**src/rtl/nbit_mosi_spi_buffer_combined_pkg.sv**
```systemverilog
// Shared types and sizing helpers for the buffered SSD1331 MOSI master.
package nbit_mosi_spi_buffer_combined_pkg;

    localparam int WIDTH_DEF = 8;
    localparam int N_DEF     = 8;

    typedef enum logic {
        IDLE  = 1'b0,
        SHIFT = 1'b1
    } state_t;

    function automatic int bit_cnt_w(input int width);
        return (width > 1) ? $clog2(width) : 1;
    endfunction

    function automatic int word_cnt_w(input int n);
        return $clog2(n) + 1;
    endfunction

endpackage

```
**src/rtl/nbit_mosi_spi_buffer_combined_shifter.sv**
```systemverilog
// One-word MSB-first shifter with its D/C bit and a final-bit flag.
module mosi_byte_shifter
    import nbit_mosi_spi_buffer_combined_pkg::*;
#(
    parameter int WIDTH = WIDTH_DEF
) (
    input  logic             clk,
    input  logic             rst_n,
    input  logic             load,
    input  logic             shift_en,
    input  logic             clear,
    input  logic [WIDTH-1:0] word_in,
    input  logic             dc_in,
    output logic             mosi,
    output logic             dc,
    output logic             final_bit
);

    localparam int BIT_W = bit_cnt_w(WIDTH);

    logic [WIDTH-1:0] shreg;
    logic [BIT_W-1:0] bit_cnt;
    logic             dc_q;
    logic             active;

    always_ff @(negedge clk or negedge rst_n) begin
        if (!rst_n) begin
            shreg   <= '0;
            bit_cnt <= '0;
            dc_q    <= 1'b0;
            active  <= 1'b0;
        end else if (clear) begin
            shreg   <= '0;
            bit_cnt <= '0;
            dc_q    <= 1'b0;
            active  <= 1'b0;
        end else if (load) begin
            shreg   <= word_in;
            bit_cnt <= BIT_W'(WIDTH - 1);
            dc_q    <= dc_in;
            active  <= 1'b1;
        end else if (shift_en) begin
            shreg   <= shreg << 1;
            bit_cnt <= bit_cnt - BIT_W'(1);
        end
    end

    assign mosi      = shreg[WIDTH-1];
    assign dc        = dc_q;
    assign final_bit = active && (bit_cnt == '0);

endmodule

```
**src/rtl/nbit_mosi_spi_buffer_combined.sv**
```systemverilog
// Buffered write-only SPI master: latches up to N words with D/C flags and
// streams them MSB-first, reloading seamlessly on back-to-back requests.
module nbit_mosi_spi_buffer_combined
    import nbit_mosi_spi_buffer_combined_pkg::*;
#(
    parameter int WIDTH = WIDTH_DEF,
    parameter int N     = N_DEF
) (
    input  logic               i_SCK,
    input  logic               i_RST,
    input  logic [WIDTH*N-1:0] i_DATA,
    input  logic [N-1:0]       i_DC,
    input  logic               i_START,
    input  logic [4:0]         i_N_transmit,
    output logic               o_MOSI,
    output logic               o_CS,
    output logic               o_DC,
    output logic               o_MOSI_FINAL_BIT,
    output logic               o_MOSI_FINAL_BYTE,
    output state_t             o_state
);

    localparam int WORD_W = word_cnt_w(N);

    state_t              state, state_next;
    logic [WIDTH*N-1:0]  buf_data;
    logic [N-1:0]        buf_dc;
    logic [WORD_W-1:0]   word_idx;
    logic [WORD_W-1:0]   count;

    logic                start_ok;
    logic                last_word;
    logic                final_bit;
    logic                load_in;
    logic                advance;
    logic                shift_en;
    logic                clear;
    logic [4:0]          n_clamped;
    logic [WORD_W-1:0]   next_idx;
    logic [WIDTH*N-1:0]  data_sh;
    logic [N-1:0]        dc_sh;
    logic [WIDTH-1:0]    sh_word;
    logic                sh_dc;

    // Handshake: i_START is a level request with no ready. It is accepted
    // at a falling edge while IDLE, or at the edge ending a frame's final
    // bit; a nonzero i_N_transmit is required for acceptance.
    assign start_ok  = i_START && (i_N_transmit != 5'd0);
    assign last_word = (word_idx == (count - WORD_W'(1)));
    assign n_clamped = (i_N_transmit > 5'(N)) ? 5'(N) : i_N_transmit;
    assign next_idx  = word_idx + WORD_W'(1);
    assign data_sh   = buf_data >> (WIDTH * next_idx);
    assign dc_sh     = buf_dc >> next_idx;

    always_ff @(negedge i_SCK or negedge i_RST) begin
        if (!i_RST) state <= IDLE;
        else        state <= state_next;
    end

    always_comb begin
        state_next = state;
        load_in    = 1'b0;
        advance    = 1'b0;
        shift_en   = 1'b0;
        clear      = 1'b0;
        case (state)
            IDLE: begin
                if (start_ok) begin
                    load_in    = 1'b1;
                    state_next = SHIFT;
                end
            end
            SHIFT: begin
                if (!final_bit) begin
                    shift_en = 1'b1;
                end else if (!last_word) begin
                    advance = 1'b1;
                end else if (start_ok) begin
                    load_in = 1'b1;
                end else begin
                    clear      = 1'b1;
                    state_next = IDLE;
                end
            end
            default: state_next = IDLE;
        endcase
    end

    always_ff @(negedge i_SCK or negedge i_RST) begin
        if (!i_RST) begin
            buf_data <= '0;
            buf_dc   <= '0;
            word_idx <= '0;
            count    <= '0;
        end else if (load_in) begin
            buf_data <= i_DATA;
            buf_dc   <= i_DC;
            word_idx <= '0;
            count    <= WORD_W'(n_clamped);
        end else if (advance) begin
            word_idx <= next_idx;
        end else if (clear) begin
            word_idx <= '0;
            count    <= '0;
        end
    end

    // A fresh load takes word 0 straight from the inputs for zero latency.
    assign sh_word = load_in ? i_DATA[WIDTH-1:0] : data_sh[WIDTH-1:0];
    assign sh_dc   = load_in ? i_DC[0] : dc_sh[0];

    mosi_byte_shifter #(.WIDTH(WIDTH)) u_shifter (
        .clk       (i_SCK),
        .rst_n     (i_RST),
        .load      (load_in | advance),
        .shift_en  (shift_en),
        .clear     (clear),
        .word_in   (sh_word),
        .dc_in     (sh_dc),
        .mosi      (o_MOSI),
        .dc        (o_DC),
        .final_bit (final_bit)
    );

    assign o_CS              = (state == IDLE);
    assign o_MOSI_FINAL_BIT  = final_bit;
    assign o_MOSI_FINAL_BYTE = final_bit && last_word && (state == SHIFT);
    assign o_state           = state;

endmodule

```
**config.mk**
```make
export PLATFORM = sky130hd
export DESIGN_NAME = nbit_mosi_spi_buffer_combined
export DESIGN_NICKNAME = d
export VERILOG_FILES = /design/src/rtl/nbit_mosi_spi_buffer_combined_pkg.sv /design/src/rtl/nbit_mosi_spi_buffer_combined_shifter.sv /design/src/rtl/nbit_mosi_spi_buffer_combined.sv
export SDC_FILE = /design/constraint.sdc
export NUM_CORES = 1
export LEC_CHECK = 0
export ABC_AREA = 1
export BUFFER_PORTS_ARGS = -buffer_cell sky130_fd_sc_hd__buf_4
export CORE_ASPECT_RATIO = 1.2
export CORE_MARGIN = 4
export CORE_UTILIZATION = 35
export DETAILED_ROUTE_END_ITERATION = 12
export SLEW_MARGIN = 30
export SYNTH_ARGS = -nofsm -noshare
export SYNTH_HDL_FRONTEND = slang
export SYNTH_HIERARCHICAL = 1
export SYNTH_SLANG_ARGS = --single-unit
```
**constraint.sdc**
```tcl
create_clock -name i_SCK -period 4.1 [get_ports i_SCK]
set_input_delay 0.82 -clock i_SCK [delete_from_list [all_inputs] [get_ports i_SCK]]
set_output_delay 0.82 -clock i_SCK [all_outputs]
set_load 0.01 [all_outputs]
```
==> impl_metrics.sql, run 1 <==
INSERT INTO impl_metrics (metric_group, metric, value, unit) VALUES
('yosys', 'yosys_warnings', '6', ''),
('yosys', 'synthesis.nets', '731', ''),
('clocking', 'ctsHtreeMaxLevel', '3', ''),
('floorplan', 'placeableCoreArea', '13400', 'um^2'),
('status', 'failed_checks', 'setup timing', ''),
('setup_path', 'required_time_of_the_critical_path', '3.28', 'ns'),
('floorplan', 'fp.dieW', '115', 'um'),
('clocking', 'cts.path.max_buffers', '2', ''),
('routing', 'detail_route.vias_per_cell', '4.83', ''),
('global_routing', 'grt_pass1_vias', '4502', ''),
('finish', 'drive_gt1_share', '22.8', '%'),
('routing', 'routed_vias', '4473', ''),
('setup_path', 'arrival', '3.71', 'ns'),
('global_routing', 'grt_util_all_layers', '17.8', '%'),
('finish', 'n_antenna_cell', '0', ''),
('routing', 'drt_iter0_drc', '268', ''),
('timing', 'number_of_slew_limit_violations_in_the_final_report', '0', ''),
('job', 'timing.max_cap.violations', '0', ''),
('clocking', 'cts.sinks', '94', ''),
('timing', 'max_slew_margin', '44.7', '%'),
('pwr', 'worst_ir_drop_vdd', '0.000247', 'V'),
('timing', 'setup_violations', '2', ''),
('global_routing', 'grt_first_pass_wirelength', '22.2', 'mm'),
('timing', 'tightest_slew', '0.827', 'ns'),
('yosys', 'synth_seq_cells', '94', ''),
('worst_hold_path', 'min_path_type', 'reg2reg', ''),
('floorplan', 'die-area', '15700', 'um^2'),
('clocking', 'cts_hold_buffers', '0', ''),
('setup_path', 'crit_path_end_kind', 'output port', ''),
('pwr', 'cellLeakagePower', '3.42', 'nW'),
('routing', 'postRouteAntennaNets', '0', ''),
('global_routing', 'grt_antenna_before_repair', '0', ''),
('timing', 'post-route-worst-setup-slack', '-0.427', 'ns'),
('place', 'port_buffers', '85', ''),
('setup_path', 'startpoint_type', 'flip-flop', ''),
('clocking', 'cts.root.buffer_cell', 'clkbuf_16', ''),
('floorplan', 'fp.dieH', '136', 'um'),
('place', 'gp_routability_congestion', '0.816', ''),
('yosys', 'synth.distinct_cells', '24', ''),
('timing', 'final-hold-violation-count', '0', ''),
('setup_path', 'crit_chain', 'inv_2, ha_4, nor2_2, nor2_1, nand2_1, nor2_2, nand3_2, inv_2, buf_6', ''),
('yosys', 'synth.yosys.seq_area_share', '48.9', '%'),
('finish', 'layout-area-overhead-vs-synth', '29.3', '%'),
('setup_path', 'crit_path_max_fanout', '2', ''),
('finish', 'fin_nets', '838', ''),
('clocking', 'insertion_delay', '0.34', 'ns'),
('place', 'detailedPlacementHpwl', '9.23', 'mm'),
('clocking', 'tritoncts', 'built', ''),
('yosys', 'post_syn_area', '4810', 'um^2'),
('floorplan', 'floorplan.initialDensity', '36.0', '%'),
('routing', 'dr_wl_cell', '14.2', 'um'),
('yosys', 'syn_area_per_cell', '7.43', 'um^2'),
('routing', 'drt_pass1_iterations', '4', ''),
('routing', 'routed_wirelength', '13.2', 'mm'),
('routing', 'detail_route.drc_violations', '0', ''),
('setup_path', 'timing.critical_path.slowest_cell_delay', '0.43', 'ns'),
('yosys', 'synthCells', '647', ''),
('setup_path', 'critical-path-slowest-cell', 'dfrtn_1', ''),
('global_routing', 'gr-total-overflow', '0', ''),
('clocking', 'cts-buffers-inserted', '9', ''),
('floorplan', 'design.portCount', '86', ''),
('status', 'status', 'complete, but fails checks', ''),
('finish', 'number_of_fillers_in_the_final_layout', '1353', ''),
('global_routing', 'grt_max_degree', '78', ''),
('floorplan', 'placementRows', '46', ''),
('timing', 'grt_setup_unrepaired', 'yes', ''),
('timing', 'worst_hold_margin', '0.409', 'ns'),
('pwr', 'pwr_density_cell', '711', 'nW/um^2'),
('pwr', 'total_power', '4.42', 'mW'),
('setup_path', 'worstSetupPathType', 'reg2out', ''),
('clocking', 'clock_transition_time_at_the_flip_flop_clock_pins_of_the_worst_setup_and_hold_paths', '0.05', 'ns'),
('timing', 'fin_skew', '0.00640', 'ns');
-- layout make-up --
class                   count  area [um^2]  share of cell area [%]
inverters                  25         95.1                    1.53
well taps                 168          210                    3.38
clock inverters             3         17.5                   0.282
repair buffers            135         1060                    17.1
clock buffers              13          270                    4.35
multi-input cells         489         2200                    35.5
flip-flops and latches     94         2350                    37.9
-- report_power, final --
| part | switching [mW] | total [mW] | leakage, nW | internal (mW) |
|---|---|---|---|---|
| registers | 0.226 | 1.57 | 1.25 | 1.34 |
| clock network | 0.341 | 0.800 | 0.142 | 0.459 |
| logic | 1.23 | 2.05 | 2.03 | 0.814 |
-- worst paths after layout --
check / startpoint / to / slack, ns / cells after the start
max in group asynchronous: i_RST / buf_data[43] / 1.14 / 2
min in group asynchronous: i_RST / buf_data[36] / 2.35 / 1
min: buf_data[33] / buf_data[33] / 0.41 / 2
max reg2reg: count[1] / u_shifter/shreg[2] / 0.78 / 27
max: count[1] / o_MOSI_FINAL_BYTE / -0.43 / 9
min reg2reg: buf_data[33] / buf_data[33] / 0.41 / 2
-- Yosys cell counts, drive strengths merged --
cell type | count | area, um^2
buf | 24 | 161
clkbuf | 15 | 56.3
clkinv | 2 | 7.51
dfrtn | 94 | 2350
ha | 4 | 50.1
inv | 23 | 86.3
nand2 | 257 | 970
nand3 | 88 | 445
nand4 | 1 | 6.26
nor2 | 73 | 277
nor3 | 1 | 10.0
o211ai | 9 | 67.6
o21a | 2 | 15.0
o21ai | 39 | 195
o22ai | 10 | 62.6
xnor2 | 1 | 8.76
xor2 | 4 | 35.0
-- registers in the layout, summed over array words and instances (netlist names) --
signal             cells
buf_dc                 8
u_shifter/shreg        8
buf_data              64
u_shifter/bit_cnt      3
o_state                1
u_shifter/dc           1
count                  4
u_shifter/active       1
word_idx               4
-- cells by family (layout without fill, tap and decap cells) --
kind of cell	count (synthesis)	in the layout	synth area share, %
buffers and inverters	64	176	6.48
xor gates and xnor gates	5	5	0.911
AOI/OAI and AO/OA	60	60	7.08
and+or+nand+nor	420	420	35.5
DFF	94	94	48.9
adders and majority gates	4	4	1.04
-- placed cells by master (no fill, tap or decap), drive strengths merged, types with 2 or more instances in the layout --
cell type / instances
clkinv: 4
o21a: 2
dfrtn: 94
ha: 4
buf: 135
nand3: 88
nand2: 257
inv: 23
xor2: 4
o22ai: 10
nor2: 73
o211ai: 9
o21ai: 39
clkbuf: 13
-- repair_timing --
| action | 4_1_cts | 5_1_grt |
|---|---|---|
| gates resized for setup | 9 | 8 |
| pin swaps | 4 | 5 |
| endpoints found under the setup margin | 2 | 13 |
| setup buffers | 15 | 3 |
-- worst max-delay path: cells and delay by family (launching register included) --
family	cells	cell delay, ns
adders and majority gates	1	0.27
buffers and inverters	3	0.21
DFF	1	0.43
and+or+nand+nor	5	0.41
-- stage by stage --
step / area, um^2 / cells / setup slack (ns) / setup TNS (ns) / util [%]
floorplan: 4840 / 647 / -0.0839 / -0.0892 / -
global placement: 5730 / 893 / -0.174 / -5.97 / 42.9
detailed placement: 5730 / 893 / -0.290 / -9.60 / 42.9
CTS: 6150 / 924 / -0.443 / -0.544 / 46.1
global route: 6210 / 927 / -0.560 / -0.667 / 46.5
finish: 6210 / 927 / -0.427 / -0.486 / 46.5
-- layer usage --
layer	share of wire [%]	wire, um	GRT usage [%]	up-vias
met1	46	5990	24.3	2082
li1	-	-	-	2285
met5	0	0	0	-
met2	48	6300	28.1	86
met4	2.6	347	7.63	0
met3	4.0	520	2.85	20
Note: power is estimated with default switching activity, not from simulation.
==> run 2, diff against run 1 <==
Clock period 4.1 ns to 5.13 ns, I/O delays scaled along.
==> run 2 against run 1 <==
The flow still finishes with violations (setup timing). Cell count down 0.65%. Hold slack improved by 0.0057 ns. Register-to-register slack lost 0.59 ns. Critical path depth increased by 1. Clock skew up 0.0019 ns. Sequential cell count did not move. Total power down 21%. Clock-buffer cell count down 4. Critical path type unchanged. Largest power group unchanged.
==> impl_metrics.sql, run 2 (same netlist as run 1, synthesis figures left out) <==
INSERT INTO impl_metrics (metric_group, metric, value, unit) VALUES
('pwr', 'cellLeakagePower', '3.42', 'nW'),
('routing', 'drt_pass1_iterations', '5', ''),
('job', 'timing.max_cap.violations', '0', ''),
('setup_path', 'startpoint_type', 'flip-flop', ''),
('global_routing', 'grt_first_pass_wirelength', '22.0', 'mm'),
('pwr', 'pwr_density_cell', '558', 'nW/um^2'),
('finish', 'combined_area_of_the_multi_input_logic_cells', '2200', 'um^2'),
('timing', 'grt_setup_unrepaired', 'yes', ''),
('global_routing', 'grt_util_all_layers', '17.5', '%'),
('floorplan', 'floorplan.initialDensity', '36.0', '%'),
('place', 'detailedPlacementHpwl', '8.84', 'mm'),
('clocking', 'cts.root.buffer_cell', 'clkbuf_16', ''),
('routing', 'met2WireLength', '6.79', 'mm'),
('finish', 'seq_area', '2350', 'um^2'),
('global_routing', 'grt_pass1_vias', '4513', ''),
('clocking', 'insertion_delay', '0.35', 'ns'),
('clocking', 'cts.sinks', '94', ''),
('finish', 'largest_register_ffs', '64', ''),
('place', 'placed_cells_incl_taps', '873', ''),
('clocking', 'cts_hold_buffers', '0', ''),
('finish', 'number_of_fillers_in_the_final_layout', '1360', ''),
('place', 'port_buffers', '85', ''),
('timing', 'setup_violations', '1', ''),
('routing', 'drt_iter0_drc', '376', ''),
('finish', 'fin_nets', '832', ''),
('finish', 'drive_gt1_share', '21.5', '%'),
('setup_path', 'timing.critical_path.slowest_cell_delay', '0.42', 'ns'),
('clocking', 'ctsHtreeMaxLevel', '3', ''),
('timing', 'number_of_slew_limit_violations_in_the_final_report', '0', ''),
('timing', 'finalSetupTns', '-0.174', 'ns'),
('global_routing', 'gr-total-overflow', '0', ''),
('routing', 'dr_wl_cell', '15.3', 'um'),
('timing', 'final-hold-violation-count', '0', ''),
('routing', 'detail_route.drc_violations', '0', ''),
('setup_path', 'crit_path_max_fanout', '2', ''),
('routing', 'drt-met1-wl', '6.42', 'mm'),
('status', 'failed_checks', 'setup timing', ''),
('setup_path', 'critical-path-slowest-cell', 'dfrtn_1', ''),
('setup_path', 'worst_path_most_repeated_cell', 'inv_2', ''),
('timing', 'max_slew_margin', '46.6', '%'),
('floorplan', 'die-area', '15700', 'um^2'),
('worst_hold_path', 'min_path_type', 'reg2reg', ''),
('clocking', 'cts.path.max_buffers', '2', ''),
('setup_path', 'required_time_of_the_critical_path', '4.10', 'ns'),
('setup_path', 'crit_path_end_kind', 'output port', ''),
('routing', 'wl_met3', '583', 'um'),
('timing', 'fin_skew', '0.00826', 'ns'),
('floorplan', 'design.portCount', '86', ''),
('global_routing', 'grt_max_degree', '82', ''),
('floorplan', 'placementRows', '46', ''),
('routing', 'routed_wirelength', '14.1', 'mm'),
('finish', 'layout_top_registers', 'buf_data (64), buf_dc (8), u_shifter/shreg (8)', ''),
('clocking', 'cts-buffers-inserted', '9', ''),
('global_routing', 'grt_antenna_before_repair', '0', ''),
('setup_path', 'crit_family', 'simple AND/OR/NAND/NOR gates', ''),
('timing', 'worst_hold_margin', '0.414', 'ns'),
('routing', 'route.top_layer_used', 'met4', ''),
('finish', 'layout-area-overhead-vs-synth', '30.4', '%'),
('floorplan', 'fp.dieH', '136', 'um'),
('finish', 'commonest_cells_after_routing_fill_and_taps_aside', 'nand2_1, buf_4, dfrtn_1', ''),
('timing', 'tightest_slew', '0.798', 'ns'),
('routing', 'detail_route.vias_per_cell', '4.96', ''),
('finish', 'n_antenna_cell', '0', ''),
('finish', 'layout_commonest_cell', 'nand2_1', ''),
('place', 'gp_routability_congestion', '0.789', ''),
('routing', 'postRouteAntennaNets', '0', ''),
('clocking', 'clock_transition_time_at_the_flip_flop_clock_pins_of_the_worst_setup_and_hold_paths', '0.05', 'ns'),
('status', 'status', 'complete, but fails checks', ''),
('setup_path', 'crit_chain', 'inv_2, ha_4, nand2_2, inv_2, nor2_1, nand2_1, nor2_2, nand3_2, inv_2, buf_6', ''),
('floorplan', 'fp.dieW', '115', 'um'),
('floorplan', 'placeableCoreArea', '13400', 'um^2'),
('finish', 'stdcell_count', '921', ''),
('clocking', 'tritoncts', 'built', ''),
('routing', 'routed_vias', '4566', ''),
('finish', 'top_register', 'buf_data', ''),
('setup_path', 'cp_num_buf_inv', '4', ''),
('timing', 'post-route-worst-setup-slack', '-0.174', 'ns'),
('setup_path', 'arrival', '4.28', 'ns'),
('pwr', 'worst_ir_drop_vdd', '0.000246', 'V'),
('setup_path', 'worstSetupPathType', 'reg2out', '');
[run 2: worst paths after layout]
kind / start / to / slack, ns / cells past startpoint
hold reg to reg: buf_data[16] / buf_data[16] / 0.41 / 2
min in group asynchronous: i_RST / buf_data[40] / 3.06 / 1
max in group asynchronous: i_RST / buf_data[11] / 1.39 / 2
setup reg to reg: count[0] / buf_data[1] / 0.19 / 37
setup / recovery: count[0] / o_MOSI_FINAL_BYTE / -0.17 / 10
hold / removal: buf_data[16] / buf_data[16] / 0.41 / 2
[run 2: worst min-delay path, delay by kind of cell (launching register included)]
family / cells / cell delay (ns)
AND/OR/NAND/NOR: 2 / 0.10
flip-flops: 1 / 0.40
[run 2: where the power goes]
part / switching (mW) / leakage [nW] / internal [mW]
logic: 0.950 / 2.02 / 0.571
clock network: 0.292 / 0.160 / 0.429
registers: 0.180 / 1.25 / 1.07
[run 2: per-stage QoR]
| stage | utilization [%] | area, um^2 | power, mW | setup slack [ns] |
|---|---|---|---|---|
| finish | 46.9 | 6270 | 3.49 | -0.174 |
| global route | 46.9 | 6270 | 3.83 | -0.267 |
| CTS | 45.4 | 6060 | 3.47 | -0.130 |
| detailed placement | 41.6 | 5550 | 2.72 | -0.0192 |
| global placement | 41.6 | 5550 | 2.70 | 0.101 |
| floorplan | - | 4810 | 2.33 | 0.0941 |
[run 2: routing by layer]
| layer | up-vias | global-route usage, % |
|---|---|---|
| met5 | - | 0 |
| met4 | 0 | 5.41 |
| met3 | 19 | 3.03 |
| met2 | 122 | 28.2 |
| met1 | 2152 | 23.8 |
| li1 | 2273 | - |
[run 2: layout make-up]
type	instances	area share, %
tap	168	3.35
timing repair buffer	129	17.3
multi-input combinational	489	35.1
clock buffer	9	3.59
clock inverter	7	1.54
sequential	94	37.5
inverter	25	1.50
[run 2: repair_timing]
item / 4_1_cts / 5_1_grt
gates cloned: 0 / 4
pin swaps: 2 / 4
buffers inserted: 23 / 7
gates resized for setup: 3 / 18
endpoints found under the setup margin: 1 / 13
